**src/rtl/riscv_pkg.sv**
```systemverilog
// Shared RISC-V pipeline definitions.
// Load/store width codes and LSU state encoding.
package riscv_pkg;

   localparam logic [2:0] F3_B  = 3'b000;
   localparam logic [2:0] F3_H  = 3'b001;
   localparam logic [2:0] F3_W  = 3'b010;
   localparam logic [2:0] F3_BU = 3'b100;
   localparam logic [2:0] F3_HU = 3'b101;

   typedef enum logic [1:0] {
      IDLE,
      WAIT_ACC,
      WAIT_RESP
   } lsu_state_t;

   function automatic logic f3_load_ok(input logic [2:0] f3);
      return (f3 == F3_B) || (f3 == F3_H) || (f3 == F3_W) ||
             (f3 == F3_BU) || (f3 == F3_HU);
   endfunction

   function automatic logic f3_store_ok(input logic [2:0] f3);
      return (f3 == F3_B) || (f3 == F3_H) || (f3 == F3_W);
   endfunction

endpackage

```
**src/rtl/lsu_load_align.sv**
```systemverilog
// Load data alignment and sign/zero extension.
// Picks the byte/half lane by address offset.
module lsu_load_align
   import riscv_pkg::*;
(
   input  logic [31:0] rdata_i,
   input  logic [1:0]  off_i,
   input  logic [2:0]  funct3_i,
   output logic [31:0] data_o
);

   logic [7:0]  byte_s;
   logic [15:0] half_s;

   // Lane select from the latched byte offset
   always_comb begin
      byte_s = rdata_i[8*off_i +: 8];
      half_s = off_i[1] ? rdata_i[31:16] : rdata_i[15:0];
   end

   // Width decode and extension
   always_comb begin
      data_o = '0;
      unique case (funct3_i)
         F3_B:    data_o = {{24{byte_s[7]}}, byte_s};
         F3_H:    data_o = {{16{half_s[15]}}, half_s};
         F3_W:    data_o = rdata_i;
         F3_BU:   data_o = {24'd0, byte_s};
         F3_HU:   data_o = {16'd0, half_s};
         default: data_o = '0;
      endcase
   end

endmodule

```
**src/rtl/mem_stage_lsu.sv**
```systemverilog
// MEM-stage load/store unit feeding the MEM/WB register.
// Runs the dmem handshake and stalls upstream while busy.
module mem_stage_lsu
   import riscv_pkg::*;
#(
   parameter int unsigned RESP_TIMEOUT = 255,
   parameter int unsigned CNT_W        = 8
) (
   input  logic        clk,
   input  logic        rst,
   input  logic        ex_valid,
   input  logic        ex_mem_read,
   input  logic        ex_mem_write,
   input  logic [2:0]  ex_funct3,
   input  logic [31:0] ex_alu_res,
   input  logic [31:0] ex_store_data,
   input  logic [4:0]  ex_rd,
   input  logic        ex_mem_to_reg,
   input  logic        ex_reg_write,
   output logic        dmem_req_valid,
   input  logic        dmem_req_ready,
   output logic        dmem_req_we,
   output logic [31:0] dmem_req_addr,
   output logic [31:0] dmem_req_wdata,
   output logic [3:0]  dmem_req_wstrb,
   input  logic        dmem_resp_valid,
   input  logic [31:0] dmem_resp_rdata,
   output logic        mem_mem_to_reg,
   output logic        mem_reg_write,
   output logic [31:0] mem_read_data,
   output logic [31:0] mem_alu_res,
   output logic [4:0]  mem_rd,
   output logic        stall_o,
   output logic        mem_exc_o,
   output logic        bus_err_o
);

   lsu_state_t       state_q, state_d;
   logic [CNT_W-1:0] cnt_q, cnt_d;
   logic [2:0]       f3_q, f3_d;
   logic [1:0]       off_q, off_d;

   logic        mem_op;
   logic        illegal;
   logic        misal;
   logic        exc;
   logic        to_hit;
   logic        resp_ok;
   logic        abort;
   logic        req_v;
   logic        acc;
   logic        st_done;
   logic [31:0] ld_data;

   lsu_load_align u_align (
      .rdata_i  (dmem_resp_rdata),
      .off_i    (off_q),
      .funct3_i (f3_q),
      .data_o   (ld_data)
   );

   // Operation checks and handshake qualifiers; reset silences everything
   always_comb begin
      mem_op  = ex_valid & (ex_mem_read | ex_mem_write);
      illegal = ex_mem_read ? !f3_load_ok(ex_funct3)
                            : !f3_store_ok(ex_funct3);
      misal   = ((ex_funct3[1:0] == 2'b01) & ex_alu_res[0]) |
                ((ex_funct3[1:0] == 2'b10) & (|ex_alu_res[1:0]));
      exc     = !rst & mem_op & (state_q == IDLE) & (illegal | misal);
      to_hit  = (RESP_TIMEOUT != 0) &&
                (cnt_q == CNT_W'(RESP_TIMEOUT));
      resp_ok = (state_q == WAIT_RESP) & dmem_resp_valid;
      abort   = !rst & (state_q != IDLE) & to_hit & !resp_ok;
      req_v   = !rst & mem_op &
                (((state_q == IDLE) & !exc) |
                 ((state_q == WAIT_ACC) & !abort));
      acc     = req_v & dmem_req_ready;
      st_done = acc & ex_mem_write;
      stall_o = !rst & mem_op & !st_done & !resp_ok & !abort & !exc;
   end

   // Next state, timeout counter and load format latch
   always_comb begin
      state_d = state_q;
      cnt_d   = cnt_q;
      f3_d    = f3_q;
      off_d   = off_q;
      unique case (state_q)
         IDLE: begin
            if (req_v) begin
               f3_d  = ex_funct3;
               off_d = ex_alu_res[1:0];
               cnt_d = '0;
               if (!acc)
                  state_d = WAIT_ACC;
               else if (ex_mem_read)
                  state_d = WAIT_RESP;
            end
         end
         WAIT_ACC: begin
            cnt_d = cnt_q + CNT_W'(1);
            if (abort)
               state_d = IDLE;
            else if (acc)
               state_d = ex_mem_read ? WAIT_RESP : IDLE;
         end
         WAIT_RESP: begin
            cnt_d = cnt_q + CNT_W'(1);
            if (resp_ok | abort)
               state_d = IDLE;
         end
         default: state_d = IDLE;
      endcase
   end

   // State register with asynchronous reset
   always_ff @(posedge clk or posedge rst) begin
      if (rst) begin
         state_q <= IDLE;
         cnt_q   <= '0;
         f3_q    <= '0;
         off_q   <= '0;
      end else begin
         state_q <= state_d;
         cnt_q   <= cnt_d;
         f3_q    <= f3_d;
         off_q   <= off_d;
      end
   end

   // Request fields, stores replicate data across lanes
   always_comb begin
      dmem_req_valid = req_v;
      dmem_req_we    = req_v & ex_mem_write;
      dmem_req_addr  = req_v ? {ex_alu_res[31:2], 2'b00} : '0;
      dmem_req_wstrb = '0;
      dmem_req_wdata = '0;
      if (req_v & ex_mem_write) begin
         unique case (ex_funct3[1:0])
            2'b00: begin
               dmem_req_wstrb = 4'b0001 << ex_alu_res[1:0];
               dmem_req_wdata = {4{ex_store_data[7:0]}};
            end
            2'b01: begin
               dmem_req_wstrb = ex_alu_res[1] ? 4'b1100 : 4'b0011;
               dmem_req_wdata = {2{ex_store_data[15:0]}};
            end
            default: begin
               dmem_req_wstrb = 4'b1111;
               dmem_req_wdata = ex_store_data;
            end
         endcase
      end
   end

   // MEM/WB fields: bubble while stalled, kill on exception or abort
   always_comb begin
      mem_reg_write  = !rst & ex_valid & ex_reg_write &
                       !stall_o & !exc & !abort;
      mem_mem_to_reg = !rst & ex_valid & ex_mem_to_reg &
                       !stall_o & !exc & !abort;
      mem_read_data  = (!rst & resp_ok) ? ld_data : '0;
      mem_alu_res    = ex_alu_res;
      mem_rd         = ex_rd;
      mem_exc_o      = exc;
      bus_err_o      = abort;
   end

endmodule

```
**config.mk**
```make
export PLATFORM = sky130hd
export DESIGN_NAME = mem_stage_lsu
export DESIGN_NICKNAME = d
export VERILOG_FILES = /design/src/rtl/riscv_pkg.sv /design/src/rtl/lsu_load_align.sv /design/src/rtl/mem_stage_lsu.sv
export SDC_FILE = /design/constraint.sdc
export NUM_CORES = 1
export LEC_CHECK = 0
export ABC_AREA = 1
export CAP_MARGIN = 10
export CORE_MARGIN = 5
export CORE_UTILIZATION = 35
export DETAILED_ROUTE_END_ITERATION = 7
export PLACE_DENSITY = 0.9
export SYNTH_ARGS = -nofsm -noshare
export SYNTH_HDL_FRONTEND = slang
export SYNTH_SLANG_ARGS = --single-unit
```
**constraint.sdc**
```tcl
create_clock -name clk -period 4.4 [get_ports clk]
set_input_delay 0.88 -clock clk [delete_from_list [all_inputs] [get_ports clk]]
set_output_delay 0.88 -clock clk [all_outputs]
set_load 0.005 [all_outputs]
```
==> results.py, run 1 <==
metrics = {
    "placed_design": {
        "dp_hpwl_um": 10710,
        "routabilityCongestion": 0.9424,
        "port_buffers": 244,
    },
    "final_layout": {
        "syn_to_final_growth_pct": 79.02,
        "layout_common_cells": "clkdlybuf4s50_1, nand2_1, nor2_1",
        "diodes": 0,
        "drive_gt1_share_pct": 7.382,
        "n_fill_cell": 693,
        "nets": 836,
        "layout_commonest_cell": "clkdlybuf4s50_1",
    },
    "detailed_routing": {
        "via_per_inst": 4.919,
        "wl_per_cell_um": 15.33,
        "drt_iter0_drc": 151,
        "num_vias": 4048,
        "ant_nets": 0,
        "postRouteWirelength_um": 12610,
        "drtPass1Iterations": 5,
        "drc": 0,
    },
    "grt": {
        "track_usage_pct": 23.57,
        "grt_pass1_vias": 3969,
        "antenna_found_initial": 0,
        "grt_overflow": 0,
        "grt_max_degree": 31,
        "grt_first_pass_wirelength_um": 19620,
    },
    "critical_path": {
        "critPathMaxFanout": 22,
        "cp-end-kind": "output pin",
        "path_class": "in2out",
        "rr_startpoint": "state_q[0]$_DFFE_PP0P_",
        "start_kind": "input port",
        "rrSetupSlack_ns": 2.34,
        "critPathRequiredTime_ns": 3.52,
        "r2r-end": "cnt_q[5]$_DFFE_PP0P_",
        "crit_start": "ex_funct3[0]",
        "endpoint": "dmem_req_wdata[15]",
        "timing.reg2reg.worst_path_depth": 12,
        "critPathArrivalTime_ns": 3.24,
    },
    "sta": {
        "fin_skew_ns": 0.002815,
        "hold_violations": 0,
        "setup_viol": 0,
        "fin_tns_setup_ns": 0,
        "fmax_ghz": 0.2429,
        "min_period_over_period_pct": 93.56,
        "max_slew.worst_pin.slew_ns": 0.8421,
        "rsz0062_at_grt": "false",
        "slew_headroom_pct": 43.80,
        "maxSlewViolCount": 0,
        "fin_crit_ns": 4.117,
    },
    "run_status": {
        "status": "finished, final reports clean",
    },
    "logic_synthesis": {
        "netlist_instances": 522,
        "synth-seq-area-share_pct": 13.08,
        "synth_edf_count": 0,
        "synth_top_area_cell": "nand2_1",
        "yosysWarningCount": 0,
        "synth_area_um2": 2869,
        "synth-seq-cells": 15,
        "avgSynthCellArea_um2": 5.496,
        "synthTopCellsByArea": "nand2_1, dfrtp_1, nor2_1",
        "ys_async_sr_fraction_pct": 100.0,
        "netlist.area_leader.share_pct": 14.52,
        "synth_flop_cell": "dfrtp_1",
        "yosysUniqueCellTypes": 35,
    },
    "power_and_ir_drop": {
        "peakVddDrop_mv": 0.1872,
        "power.density_nw_per_um2": 290.2,
        "p_leak_nw": 2.319,
        "power_mw": 1.490,
    },
    "run": {
        "max-cap-violations": 0,
    },
    "die": {
        "die_h_um": 100.5,
        "dieArea_um2": 10110,
        "core_area_um2": 8093,
        "rows": 33,
        "die_x_um": 100.5,
        "start_util_pct": 35.45,
        "io_pins": 257,
    },
    "clock_network": {
        "cts_root_buf": "clkbuf_8",
        "cts_sinks": 15,
        "cts_setup_buffers": 0,
        "cts_tree": "done",
        "cts_buffers": 3,
        "clk_latency_ns": 0.26,
        "cts_max_path_buffers": 2,
        "cts.htree.levels": 1,
        "path_clk_slew_ns": 0.06,
        "cts_resized": 0,
        "cts_hold_buf": 0,
    },
    "worst_hold_path": {
        "hold_path.class": "reg2reg",
    },
}
-- per-stage QoR --
stage               cell area (um^2)  util, %  setup slack, ns  instances  hold WS (ns)
floorplan                       2873        -            1.362        523        0.4530
global placement                5090    62.89           0.3260        819        0.4838
detailed placement              5090    62.89           0.2612        819        0.4935
CTS                             5136    63.47           0.2642        823        0.5088
global route                    5136    63.47          0.07757        823        0.5241
finish                          5136    63.47           0.2834        823        0.5075
-- area by class of cell --
class | count | area, um^2 | area share [%]
Clock inverter | 1 | 5.005 | 0.09744
Sequential cell | 15 | 375.4 | 7.308
Tap cell | 105 | 131.4 | 2.558
Inverter | 80 | 305.3 | 5.944
Multi-Input combinational cell | 367 | 1775 | 34.57
Clock buffer | 3 | 41.29 | 0.8039
Timing Repair Buffer | 252 | 2502 | 48.72
-- cell families after synthesis --
logic type               Yosys count  synth area share [%]
AND/OR/NAND/NOR                  262                 40.08
buffers and inverters            141                 25.16
AO/OA/AOI/OAI                     94                 18.23
flip-flops                        15                 13.08
adder cells (fa/ha/maj)            4                 1.745
XOR/XNOR                           4                 1.221
other                              1                0.1307
multiplexers                       1                0.3489
-- synthesized netlist by cell type (9+ instances only) --
cell type  number
nand2_1       111
nor2_1         94
inv_1          73
a21oi_1        53
buf_4          43
nor2_2         22
o21ai_0        17
dfrtp_1        15
nand3_1        15
buf_2           9
-- worst max-delay path: stages --
cell             delay (ns)
clkdlybuf4s50_1        0.67
inv_1                  0.12
nand2_1                0.07
nor2_1                 0.03
nor2_1                 0.08
nand4_1                0.14
nand2_4                0.15
inv_4                  0.06
nor2_8                 0.15
inv_4                  0.15
nor3_1                 0.17
clkdlybuf4s50_1        0.54
-- flip-flops by register name (all words and copies together), names as in the netlist --
register  count
cnt_q         8
f3_q          3
off_q         2
state_q       2
-- how the worst min path moves through the flow --
stage / from / end / slack, ns / cells past startpoint
after global routing: state_q[1]$_DFFE_PP0P_ / state_q[1]$_DFFE_PP0P_ / 0.52 / 2
after detailed placement: state_q[1]$_DFFE_PP0P_ / state_q[1]$_DFFE_PP0P_ / 0.49 / 2
final: state_q[1]$_DFFE_PP0P_ / state_q[1]$_DFFE_PP0P_ / 0.51 / 2
after CTS: state_q[1]$_DFFE_PP0P_ / state_q[1]$_DFFE_PP0P_ / 0.51 / 2
after global placement: cnt_q[1]$_DFFE_PP0P_ / cnt_q[1]$_DFFE_PP0P_ / 0.48 / 2
after floorplan: off_q[0]$_DFFE_PP0P_ / off_q[0]$_DFFE_PP0P_ / 0.45 / 2
-- per-layer routing --
layer / up-vias / track usage [%] / share of wire, %
met5: - / 0 / 0
met4: 0 / 5.389 / 1.6
met3: 18 / 5.606 / 11
met2: 208 / 44.50 / 51
met1: 1838 / 26.53 / 37
li1: 1984 / - / -
-- where the power goes --
| group | switching, mW | leakage [nW] | internal, mW | total (mW) |
|---|---|---|---|---|
| combinational | 0.639 | 2.10 | 0.470 | 1.11 |
| sequential | 0.0785 | 0.196 | 0.187 | 0.266 |
| clock | 0.0528 | 0.0255 | 0.0629 | 0.116 |
| total | 0.770 | 2.32 | 0.720 | 1.49 |
No activity file was read; power rests on OpenSTA's default activity.
==> inputs of run 2 (changes only) <==
--- a/config.mk
+++ b/config.mk
@@ -9,6 +9,7 @@
 export CAP_MARGIN = 10
 export CORE_MARGIN = 5
 export CORE_UTILIZATION = 35
+export CTS_CLUSTER_DIAMETER = 50
 export DETAILED_ROUTE_END_ITERATION = 7
 export PLACE_DENSITY = 0.9
 export SYNTH_ARGS = -nofsm -noshare
==> results of run 2 <==
Final layout, timing and power as in run 1 (identical DEF).
==> inputs of run 3 (changes only) <==
--- a/config.mk
+++ b/config.mk
@@ -11,7 +11,7 @@
 export CORE_UTILIZATION = 35
 export CTS_CLUSTER_DIAMETER = 50
 export DETAILED_ROUTE_END_ITERATION = 7
-export PLACE_DENSITY = 0.9
+export PLACE_DENSITY_LB_ADDON = 0.12
 export SYNTH_ARGS = -nofsm -noshare
 export SYNTH_HDL_FRONTEND = slang
 export SYNTH_SLANG_ARGS = --single-unit
==> results.py, run 3 (synthesized netlist as in run 1, its figures left out) <==
metrics = {
    "die": {
        "io_pins": 257,
        "die_x_um": 100.5,
        "die_h_um": 100.5,
        "rows": 33,
        "dieArea_um2": 10110,
        "core_area_um2": 8093,
        "start_util_pct": 35.45,
    },
    "clock_network": {
        "cts_buffers": 3,
        "cts_setup_buffers": 0,
        "cts_resized": 0,
        "cts_tree": "done",
        "cts_sinks": 15,
        "cts.htree.levels": 1,
        "clk_latency_ns": 0.25,
        "cts_root_buf": "clkbuf_8",
        "cts_hold_buf": 0,
        "cts_max_path_buffers": 2,
        "path_clk_slew_ns": 0.06,
    },
    "run": {
        "max-cap-violations": 0,
    },
    "final_layout": {
        "syn_to_final_growth_pct": 78.89,
        "regMostFlops": "cnt_q",
        "largest_register_ff_count": 8,
        "regArea_um2": 375.4,
        "diodes": 0,
        "layout_common_cells": "clkdlybuf4s50_1, nand2_1, nor2_1",
        "design_area_um2": 5132,
        "drive_gt1_share_pct": 6.983,
        "multi_input_area_um2": 1783,
        "layout_commonest_cell": "clkdlybuf4s50_1",
        "top_regs": "cnt_q x8, f3_q x3",
        "nets": 834,
        "n_fill_cell": 777,
    },
    "sta": {
        "max_slew.worst_pin.slew_ns": 0.8585,
        "fmax_ghz": 0.2392,
        "rsz0062_at_grt": "false",
        "hold_violations": 0,
        "min_period_over_period_pct": 95.00,
        "slew_headroom_pct": 42.71,
        "setup_viol": 0,
        "fin_ws_ns": 0.2200,
        "maxSlewViolCount": 0,
        "fin_crit_ns": 4.180,
        "fin_skew_ns": 0.007031,
        "fin_tns_setup_ns": 0,
    },
    "detailed_routing": {
        "drt_iter0_drc": 171,
        "drtPass1Iterations": 5,
        "postRouteWirelength_um": 12480,
        "via_per_inst": 4.862,
        "num_vias": 3992,
        "ant_nets": 0,
        "wl_per_cell_um": 15.20,
        "drc": 0,
    },
    "critical_path": {
        "cp_cell_sequence": "clkdlybuf4s50_1, inv_2, nand2_1, a21oi_4, nand4_1, nand2_4, inv_4, nor2_8, inv_4, nor3_1, clkdlybuf4s50_1",
        "start_kind": "input port",
        "worst_path_dominant_cell_family": "buffers and inverters",
        "critPathMaxFanout": 31,
        "cp-end-kind": "output pin",
        "rrSetupSlack_ns": 2.34,
        "path_class": "in2out",
        "critPathRequiredTime_ns": 3.52,
        "slowest_delay_ns": 0.53,
        "critPathArrivalTime_ns": 3.30,
        "cpMaxStageDelayCell": "clkdlybuf4s50_1",
        "cp_num_buf_inv": 5,
    },
    "placed_design": {
        "dp_hpwl_um": 10490,
        "routabilityCongestion": 0.9443,
        "pre_cts_slack_ns": 0.1452,
        "dpl_cell_area_um2": 5075,
        "port_buffers": 244,
    },
    "grt": {
        "antenna_found_initial": 0,
        "grt_max_degree": 32,
        "grt_pass1_vias": 3803,
        "grt_overflow": 0,
        "track_usage_pct": 22.71,
        "grt_first_pass_wirelength_um": 19000,
    },
    "power_and_ir_drop": {
        "p_leak_nw": 2.326,
        "power.density_nw_per_um2": 286.5,
        "power_mw": 1.471,
        "peakVddDrop_mv": 0.2075,
    },
    "worst_hold_path": {
        "hold_path.class": "reg2reg",
    },
    "run_status": {
        "status": "finished, final reports clean",
    },
}
[run 3: per-layer routing]
metal | GRT usage [%] | vias to the layer above | share of wire [%]
met1 | 25.89 | 1791 | 39
met2 | 40.93 | 184 | 48
met5 | 0 | - | 0
li1 | - | 1992 | -
met3 | 6.782 | 25 | 10
met4 | 6.218 | 0 | 2.5
[run 3: tightest hold or removal path, delay by kind of cell, from the launching register on]
family	cells	cell delay [ns]
flip-flops	1	0.34
AO/OA/AOI/OAI	1	0.06
AND/OR/NAND/NOR	1	0.05
[run 3: power breakdown]
part	internal, mW	switching, mW
logic	0.468	0.630
clock network	0.0641	0.0474
registers	0.187	0.0744
total	0.719	0.752
[run 3: layout make-up]
type / instances / share of cell area (%)
clock buffers: 4 / 0.8776
flip-flops and latches: 15 / 7.314
repair buffers: 250 / 48.56
well taps: 105 / 2.560
multi-input cells: 367 / 34.74
inverters: 80 / 5.948
[run 3: path summary, 6_finish.rpt]
kind                                        start  depth (start not counted)                     end
max in group asynchronous                     rst                          3    off_q[1]$_DFFE_PP0P_
max                                           rst                         11      dmem_req_wdata[31]
min in group asynchronous                     rst                          2  state_q[0]$_DFFE_PP0P_
min                          off_q[0]$_DFFE_PP0P_                          2    off_q[0]$_DFFE_PP0P_
min reg2reg                  off_q[0]$_DFFE_PP0P_                          2    off_q[0]$_DFFE_PP0P_
max reg2reg                state_q[0]$_DFFE_PP0P_                         12    cnt_q[2]$_DFFE_PP0P_
[run 3: per-stage QoR]
step	utilization (%)	hold WS, ns	std cells
2_1_floorplan	-	0.4530	523
3_3_place_gp	62.71	0.4682	817
3_5_place_dp	62.71	0.4846	817
4_1_cts	63.27	0.4989	821
5_1_grt	63.42	0.5252	821
6_report	63.42	0.4901	821
==> RTL change, RTL diff (settings of run 3) <==
Set the parameter `CNT_W` to 12 (it was 8).
--- a/src/rtl/mem_stage_lsu.sv
+++ b/src/rtl/mem_stage_lsu.sv
@@ -5,5 +5,5 @@
 #(
    parameter int unsigned RESP_TIMEOUT = 255,
-   parameter int unsigned CNT_W        = 8
+   parameter int unsigned CNT_W        = 12
 ) (
    input  logic        clk,
Check against the original RTL: same outputs for any inputs over 10 cycles, from zero or initial values and one cycle with rst high; that may be too few to reach the edited logic, so the function may still have changed.
==> RTL change against run 3 <==
  * Sequential cell count up 4
  * Final cell count up 2.9%
  * Routed wire length up 7.0%
  * Clock power up 12%
  * Fmax up 3.3%
  * Sequential power up 7%
  * Area after synthesis up 7.2%
  * Total power up 7.4%
  * Final area up 4.0%
  * Utilization down 1.6 points
  * Critical endpoint is now mem_read_data[15]
  * Hold slack better by 0.030 ns
  * Setup slack better by 0.14 ns
==> RTL change: results (changes against run 3) <==
stage;metric;value;unit;change
global_routing;Total GRT Usage;0.231;;was 0.227
critical_path;worst-path fanout max;13;;was 31
critical_path;worst r2r path cells;11;;was 12
critical_path;Worst Setup EP;mem_read_data[15];;was dmem_req_wdata[31]
critical_path;WP data arrival;3.16;ns;was 3.30 ns
critical_path;crit path launch;dmem_resp_rdata[15];;was rst
layout;layout cells sized above 1;0.0502;;was 0.0698
sta;Period minus WS final;4.04;ns;was 4.18 ns
power_and_ir_drop;Max rail drop VDD;0.239;mV;was 0.207 mV
power_and_ir_drop;Sw Pwr;0.799;mW;was 0.752 mW
critical_path;r2r endpoint;cnt_q[5];;was cnt_q[2]
logic_synthesis;register area share after synthesis;0.155;;was 0.131
global_routing;vias in the first global route;4045;;was 3803
global_routing;largest net degree at the start of global routing;31;;was 32
hold_path;hold crit path type;flop to flop;;unchanged
global_routing;global-route wire length before repair;20900;um;was 19000 um
layout;largest registers;cnt_q (12), f3_q (3);;was cnt_q (8), f3_q (3)
placed_design;Post-Place Worst Slack;0.373;ns;was 0.145 ns
logic_synthesis;top post-synthesis cells by area;dfrtp_1, nor2_1, nand2_1;;was nand2_1, dfrtp_1, nor2_1
detailed_routing;routed wire length;13300;um;was 12500 um
sta;Setup Skew;0.0101;ns;was 0.00703 ns
critical_path;Reg2Reg Setup Slack;2.33;ns;
layout;Final #Nets;855;;was 834
run_status;status;completed;;unchanged
detailed_routing;DR iter-0 viols;187;;was 171
placed_design;GP Congestion;0.930;;was 0.944
placed_design;post-DP HPWL;11200;um;was 10500 um
detailed_routing;routed via count;4167;;was 3992
logic_synthesis;Post-synth top cells;nor2_1, nand2_1, inv_1, a21oi_1, buf_4;;was nand2_1, nor2_1, inv_1, a21oi_1, buf_4
cts;Reg clk slew, reported paths;0.08;ns;was 0.06 ns
sta;Max-Slew Margin vs Limit;0.430;;was 0.427
detailed_routing;TritonRoute pass-1 iters;4;;was 5
layout;fill count;809;;was 777
## RTL change: cell types whose count changed after synthesis, moves of 9 or more
cell | run 3 | this run
o21ai_1 | 1 | 13
nand2_1 | 111 | 95
o21ai_0 | 17 | 8
nor2_2 | 22 | 1
nand3_1 | 15 | 24
## RTL change: logic make-up (layout without fill, tap and decap cells)
kind of cell	count (synthesis)	count (layout)	share of synthesized area
AND/OR/NAND/NOR	258	258	0.373
other	1	2	0.00122
AO/OA/AOI/OAI	107	107	0.198
XOR/XNOR	5	5	0.0142
flip-flops	19	19	0.155
multiplexers	2	2	0.00651
adder cells (fa/ha/maj)	4	4	0.0163
buffers and inverters	149	340	0.236
## RTL change: cell type report
class                           instances  area (um2)  area share
Clock buffer                            4        45.0     0.00843
Inverter                               87         327      0.0612
Multi-Input combinational cell        378        1880       0.352
Sequential cell                        19         475      0.0890
Tap cell                              108         135      0.0253
Timing Repair Buffer                  249        2480       0.464
## RTL change: worst min-delay path by stage
stage,end,depth (start not counted),startpoint
detailed placement,state_q[0],2,state_q[0]
global placement,state_q[1],2,state_q[1]
floorplan,state_q[1],2,state_q[1]
global route,state_q[0],2,state_q[0]
CTS,state_q[0],2,state_q[0]
finish,state_q[0],2,state_q[0]
## RTL change: critical path: cells and delay by family
| family | cells | cell delay (ns) |
|---|---|---|
| buffers and inverters | 3 | 1.35 |
| AO/OA/AOI/OAI | 3 | 0.45 |
| AND/OR/NAND/NOR | 2 | 0.46 |
## RTL change: metal layers
metal  part of all wire  up-vias  global-route usage
li1                   -     2083                   -
met1               0.39     1856               0.259
met2               0.51      202               0.432
met3              0.073       26              0.0535
met4              0.024        0              0.0601
met5                  0        -                   0
## RTL change: power by group through the flow
| stage | clock network (mW) | registers [mW] | logic (mW) |
|---|---|---|---|
| 2_1_floorplan | 0 | 0.258 | 0.760 |
| 3_3_place_gp | 0 | 0.280 | 1.15 |
| 3_5_place_dp | 0 | 0.281 | 1.17 |
| 4_1_cts | 0.128 | 0.278 | 1.18 |
| 5_1_grt | 0.134 | 0.288 | 1.30 |
| 6_report | 0.124 | 0.278 | 1.18 |
## RTL change: per-stage QoR
step	hold WS (ns)	cells	total power [mW]	util	area, um2
2_1_floorplan	0.467	546	1.02	-	3080
3_3_place_gp	0.488	841	1.43	0.613	5300
3_5_place_dp	0.494	841	1.45	0.613	5300
4_1_cts	0.521	845	1.58	0.618	5340
5_1_grt	0.543	845	1.72	0.618	5340
6_report	0.520	845	1.58	0.618	5340
